### config.mk
export PLATFORM = sky130hd
export DESIGN_NAME = panel_input
export DESIGN_NICKNAME = d
export VERILOG_FILES = /design/src/rtl/panel_pkg.sv /design/src/rtl/panel_input_debounce_bit.sv /design/src/rtl/panel_input.sv
export SDC_FILE = /design/constraint.sdc
export NUM_CORES = 1
export LEC_CHECK = 0
export ABC_AREA = 1
export CAP_MARGIN = 20
export CORE_ASPECT_RATIO = 1.25
export CORE_MARGIN = 2
export CORE_UTILIZATION = 60
export CTS_CLUSTER_DIAMETER = 80
export DETAILED_ROUTE_END_ITERATION = 12
export GPL_TIMING_DRIVEN = 0
export PLACE_DENSITY = 0.78
export SYNTH_ARGS = -nofsm -noshare
export SYNTH_HDL_FRONTEND = slang
export SYNTH_SLANG_ARGS = --single-unit
### constraint.sdc
create_clock -name clock -period 2.6 [get_ports clock]
set_input_delay 0.52 -clock clock [delete_from_list [all_inputs] [get_ports clock]]
set_output_delay 0.52 -clock clock [all_outputs]
set_load 0.05 [all_outputs]
### src/rtl/panel_pkg.sv
`default_nettype none
// ============================================================================
// Module   : panel_pkg
// Purpose  : Shared definitions for the front-panel input block: lamp count,
//            default timing parameters and the mode-button FSM state encoding.
// Revision : 1.0 - initial release
// ============================================================================
package panel_pkg;

  localparam int NUM_LAMPS                 = 6;
  localparam int DEFAULT_DEBOUNCE_CYCLES   = 100000;
  localparam int DEFAULT_LONG_PRESS_CYCLES = 20000000;

  typedef enum logic [1:0] {
    IDLE   = 2'd0,
    TIMING = 2'd1,
    HELD   = 2'd2
  } mode_state_t;

endpackage
`default_nettype wire

### src/rtl/panel_input_debounce_bit.sv
`default_nettype none
// ============================================================================
// Module   : debounce_bit
// Purpose  : 2-flop synchroniser followed by a debounce counter. The stable
//            level only follows the synced level after it has differed for
//            DEBOUNCE_CYCLES consecutive cycles.
// Revision : 1.0 - initial release
// ============================================================================
module debounce_bit
  import panel_pkg::*;
#(
  parameter int DEBOUNCE_CYCLES = DEFAULT_DEBOUNCE_CYCLES
) (
  input  logic clock,
  input  logic reset,
  input  logic raw_level,
  output logic stable_level
);

  localparam int CNT_W = $clog2(DEBOUNCE_CYCLES);
  localparam logic [CNT_W-1:0] CNT_LAST = CNT_W'(DEBOUNCE_CYCLES - 1);

  logic             sync_q1;
  logic             sync_q2;
  logic [CNT_W-1:0] cnt;

  // Bring the asynchronous pin into the clock domain.
  always_ff @(posedge clock) begin
    if (reset) begin
      sync_q1 <= 1'b0;
      sync_q2 <= 1'b0;
    end else begin
      sync_q1 <= raw_level;
      sync_q2 <= sync_q1;
    end
  end

  // Accept the synced level once it has differed for the full debounce window;
  // any cycle of agreement restarts the window.
  always_ff @(posedge clock) begin
    if (reset) begin
      cnt          <= '0;
      stable_level <= 1'b0;
    end else if (sync_q2 != stable_level) begin
      if (cnt == CNT_LAST) begin
        stable_level <= sync_q2;
        cnt          <= '0;
      end else begin
        cnt <= cnt + 1'b1;
      end
    end else begin
      cnt <= '0;
    end
  end

endmodule
`default_nettype wire

### src/rtl/panel_input.sv
`default_nettype none
// ============================================================================
// Module   : panel_input
// Purpose  : Front-panel input block. Debounces six lamp buttons and a mode
//            button; lamp presses toggle led_enable bits, a long mode press
//            toggles mtne_mode and a short mode press clears led_enable.
//            Optional macro PANEL_MTNE_LOCKOUT_EN freezes led_enable while
//            mtne_mode is set.
// Revision : 1.0 - initial release
// ============================================================================
module panel_input
  import panel_pkg::*;
#(
  parameter int DEBOUNCE_CYCLES   = DEFAULT_DEBOUNCE_CYCLES,
  parameter int LONG_PRESS_CYCLES = DEFAULT_LONG_PRESS_CYCLES
) (
  input  logic                 clock,
  input  logic                 reset,
  input  logic [NUM_LAMPS-1:0] button_in,
  input  logic                 mode_button_in,
  output logic [NUM_LAMPS-1:0] led_enable,
  output logic                 mtne_mode,
  output logic [NUM_LAMPS-1:0] press_event
);

  localparam int LP_W = $clog2(LONG_PRESS_CYCLES);
  // The toggle edge is the one on which the counter steps to its last value.
  localparam logic [LP_W-1:0] LP_PENULT = LP_W'(LONG_PRESS_CYCLES - 2);

  logic [NUM_LAMPS-1:0] lamp_stable;
  logic [NUM_LAMPS-1:0] lamp_prev;
  logic [NUM_LAMPS-1:0] lamp_rise;
  logic [NUM_LAMPS-1:0] lamp_toggle;
  logic                 mode_stable;
  logic                 mode_prev;
  logic                 mode_rise;
  logic                 lockout;
  mode_state_t          state;
  logic [LP_W-1:0]      lp_cnt;

  generate
    for (genvar i = 0; i < NUM_LAMPS; i++) begin : g_lamp
      debounce_bit #(
        .DEBOUNCE_CYCLES(DEBOUNCE_CYCLES)
      ) u_lamp_db (
        .clock       (clock),
        .reset       (reset),
        .raw_level   (button_in[i]),
        .stable_level(lamp_stable[i])
      );
    end
  endgenerate

  debounce_bit #(
    .DEBOUNCE_CYCLES(DEBOUNCE_CYCLES)
  ) u_mode_db (
    .clock       (clock),
    .reset       (reset),
    .raw_level   (mode_button_in),
    .stable_level(mode_stable)
  );

`ifdef PANEL_MTNE_LOCKOUT_EN
  assign lockout = mtne_mode;
`else
  assign lockout = 1'b0;
`endif

  assign lamp_rise   = lamp_stable & ~lamp_prev;
  assign mode_rise   = mode_stable & ~mode_prev;
  assign lamp_toggle = lockout ? '0 : lamp_rise;

  // Edge-detect history and the one-cycle press pulses.
  always_ff @(posedge clock) begin
    if (reset) begin
      lamp_prev   <= '0;
      mode_prev   <= 1'b0;
      press_event <= '0;
    end else begin
      lamp_prev   <= lamp_stable;
      mode_prev   <= mode_stable;
      press_event <= lamp_rise;
    end
  end

  // Mode FSM plus the lamp word; the short-press clear is written last so it
  // overrides any lamp toggle landing on the same edge.
  always_ff @(posedge clock) begin
    if (reset) begin
      state      <= IDLE;
      lp_cnt     <= '0;
      mtne_mode  <= 1'b0;
      led_enable <= '0;
    end else begin
      led_enable <= led_enable ^ lamp_toggle;
      case (state)
        IDLE: begin
          if (mode_rise) begin
            state  <= TIMING;
            lp_cnt <= '0;
          end
        end
        TIMING: begin
          if (!mode_stable) begin
            state <= IDLE;
            if (!lockout) begin
              led_enable <= '0;
            end
          end else if (lp_cnt == LP_PENULT) begin
            lp_cnt    <= lp_cnt + 1'b1;
            mtne_mode <= ~mtne_mode;
            state     <= HELD;
          end else begin
            lp_cnt <= lp_cnt + 1'b1;
          end
        end
        HELD: begin
          if (!mode_stable) begin
            state <= IDLE;
          end
        end
        default: state <= IDLE;
      endcase
    end
  end

endmodule
`default_nettype wire

==> impl_results.md <==
* Clock Latency Late Sink at 0.43 ns
* Main combinational cell family by area after synthesis: simple AND/OR/NAND/NOR gates
* Top FF cell, synth: dfxtp_1
* Post-synthesis cell count at 1213
* DRT Pass-1 Iters at 5
* Die Wd at 111 um
* Worst slew pin tran at 1.00 ns
* Startpoint types: flop
* Synthesized area at 8660 um2
* Post-Place Setup Slack at 0.137 ns
* Pwr/cell area at 577 nW/um2
* Grt ovf at 0
* Synth Area in Simple Gates at 0.356
* Final setup margin at 0.426 ns
* Critical Path Max Stage Delay at ~0.83 ns
* Final ANT Viol Nets at 0
* Clock transition at the registers of the reported paths at 0.07 ns
* Hpwl dp at 12200 um
* R2r worst-path depth at 7
* Yosys cell types at 37
* Routability Congestion at 0.909
* Period utilization at 0.836
* Internal reg-to-reg setup slack at 0.89 ns
* Pint at 4.42 mW
* Largest area contributor in the netlist: dfxtp_1
* FMAX at roughly 460 MHz
* RSZ-0062 raised after global routing: false
* Yosys top cell area share at 0.432
* Worst endpoint required time at 2.08 ns
* Leak pwr at 3.47 nW
* Rows at 49
* Hold_buf cts at 0
* Clock power frac at 0.468
* Pins over their slew limit at 0
* Top-Level Pins at 22
* Sequential share of power at 0.516
* Mapped Nets at 1231
* NetSw at between 1 and 1.5 mW
* Mean Syn Cell Area at 7.14 um2
* Area Growth Syn to Fin at 11.9%
* Critical path endpoint category: output pin
* Outcome: complete, no violations
* Post-route minimum period at 2.17 ns
* Slew headroom at 0.325
* Synthesized flop and latch total at 187
* Largest net degree at the start of global routing at 17
* H-tree depth at 4
* Die area at around 15000 um2
* Hold Path Class: flop to flop
* Critical path origin: mtne_mode
* Initial drt markers at 497
* Register area share after synthesis at 0.432
* Reg2Reg Capture Point: g_lamp[5].u_lamp_db.cnt[8]
* Total core area at 14200 um2
* Ys async rst share at 0
* Crit Path Class: flop to output pin
* Max_cap viols at 0
* Buf/Inv on CP at 1
* Overall Global Routing Usage at 0.230
* Ordered list of cells on the worst path: clkdlybuf4s50_1
* Data arrival, critical path at 1.65 ns
* Compound-Gate Fraction of Synth Area at 0.0588
* Delay-heaviest family, CP: buffers and inverters
* Routed WL at around 17000 um
* Max stage delay cell, worst path: clkdlybuf4s50_1
* Synth warn at 0
* Comb pwr share at 0.016
* Commonest cells after routing, fill and taps aside: nor2_1 (226), nand2_1 (221), dfxtp_1 (187)
* Dpl cell area at 9090 um2
* Vias in the first global route at around 7.1k
* Finished Core Util at 0.681
* Most common cell after layout, fill and taps aside: nor2_1
* Initial Util at 0.609
* Antenna violations before repair at 0
* Post-synth EDFFs at 0
* Routed vias at 7456
* TNS Setup at 0 ns
* Reg-to-Reg Start: g_lamp[5].u_lamp_db.cnt[0]
* Layout cell share with drive strength beyond 1 at 0.0790
* Clock skew at roughly 0.0056 ns
* Clk sink count at 187
* CTS Buf Count at 17
* Fin nets at 1271
* Drt drc at 0
* Placed insts at 1412
* CTS tree: done
* Stages on worst setup path at 1
* Post-cts resize count at 0
* Vias/cell at 5.16
* Die H at 138 um
* Worst-path fanout max at 3
* Number of fill cells at between 1k and 1.5k
* Hold Fails Final Rpt at 0
* Wire per inst at 11.8 um
* First-pass GRT wire length at 29900 um
* Fin area at around 9700 um2
* Post-Layout Cell Count at 1444
* Synth area leaders: dfxtp_1 (43%), nor2_1 (9.8%), nand2_1 (9.6%)
* Synth Area in Adders at 0.0130
* Peak supply drop at 0.576 mV
* Net Sw Frac at 0.210
* Synth Area in XOR/XNOR at 0.0536
* Port bufs at 21
* Mux cell area share after synthesis at 0
* Max Buffers Root-to-Sink at 2
* Postcts setup bufs at 0
* Root Driver: clkbuf_16
* # setup viols final at 0
* CP endpoint: mtne_mode
* Ant diodes at 0
## per-stage QoR
stage / power (mW) / hold WS (ns)
floorplan: 3.00 / 0.388
global placement: 3.04 / 0.392
detailed placement: 3.04 / 0.397
CTS: 5.64 / 0.406
global route: 5.77 / 0.420
finish: 5.59 / 0.403
## metal layers
layer,global-route usage,up-vias,share of wire
met3,0.0482,28,0.037
met1,0.272,3377,0.45
met2,0.411,135,0.50
met4,0.0838,0,0.016
met5,0,-,0
li1,-,3916,-
## power groups by stage
| stage | Sequential [mW] | Clock (mW) | Combinational [mW] |
|---|---|---|---|
| finish | 2.88 | 2.62 | 0.0900 |
| detailed placement | 2.95 | 0 | 0.0904 |
| CTS | 2.88 | 2.67 | 0.0911 |
| global placement | 2.95 | 0 | 0.0891 |
| floorplan | 2.95 | 0 | 0.0551 |
| global route | 2.88 | 2.78 | 0.102 |
## Yosys cell counts (all sizes together) (8+ instances only)
| cell type | instances |
|---|---|
| nor2 | 244 |
| nand2 | 231 |
| dfxtp | 187 |
| inv | 177 |
| nand3 | 72 |
| a21oi | 64 |
| nor3 | 55 |
| nand4 | 49 |
| xor2 | 45 |
| o21ai | 28 |
| or2 | 21 |
| buf | 9 |
| ha | 9 |
| xnor2 | 8 |
## area by class of cell
cell class | count | area [um2] | share of cell area
buffer | 12 | 83.8 | 0.00865
clock buffer | 17 | 425 | 0.0439
clock inverter | 15 | 174 | 0.0179
inverter | 177 | 664 | 0.0686
multi-input combinational | 837 | 4170 | 0.430
sequential | 187 | 3740 | 0.386
tap | 178 | 223 | 0.0230
timing repair buffer | 21 | 210 | 0.0217
## sequential cells by signal (all words and copies together), names as in the netlist
register / count
g_lamp.u_lamp_db.cnt: 102
g_lamp.u_lamp_db.stable_level: 6
g_lamp.u_lamp_db.sync_q1: 6
g_lamp.u_lamp_db.sync_q2: 6
lamp_prev: 6
led_enable: 6
lp_cnt: 25
mode_prev: 1
mtne_mode: 1
press_event: 6
state: 2
u_mode_db.cnt: 17
u_mode_db.stable_level: 1
u_mode_db.sync_q1: 1
u_mode_db.sync_q2: 1
## cell families (layout without fill, tap and decap cells)
| kind of cell | count (synthesis) | count (layout) |
|---|---|---|
| buffers and inverters | 189 | 242 |
| XOR/XNOR | 53 | 53 |
| AO/OA/AOI/OAI | 97 | 97 |
| flip-flops | 187 | 187 |
| AND/OR/NAND/NOR | 678 | 678 |
| adder cells (fa/ha/maj) | 9 | 9 |
## worst min-delay path by stage
stage | startpoint | depth (start not counted) | slack (ns) | end
after floorplan | g_lamp[0].u_lamp_db.sync_q1 | 2 | 0.39 | g_lamp[0].u_lamp_db.sync_q2
after global placement | g_lamp[5].u_lamp_db.sync_q1 | 2 | 0.39 | g_lamp[5].u_lamp_db.sync_q2
after detailed placement | g_lamp[4].u_lamp_db.sync_q1 | 2 | 0.40 | g_lamp[4].u_lamp_db.sync_q2
after CTS | g_lamp[4].u_lamp_db.sync_q1 | 2 | 0.41 | g_lamp[4].u_lamp_db.sync_q2
after global routing | g_lamp[4].u_lamp_db.sync_q1 | 2 | 0.42 | g_lamp[4].u_lamp_db.sync_q2
final | g_lamp[4].u_lamp_db.sync_q1 | 2 | 0.40 | g_lamp[4].u_lamp_db.sync_q2
Power figures use the tool's default switching activity.
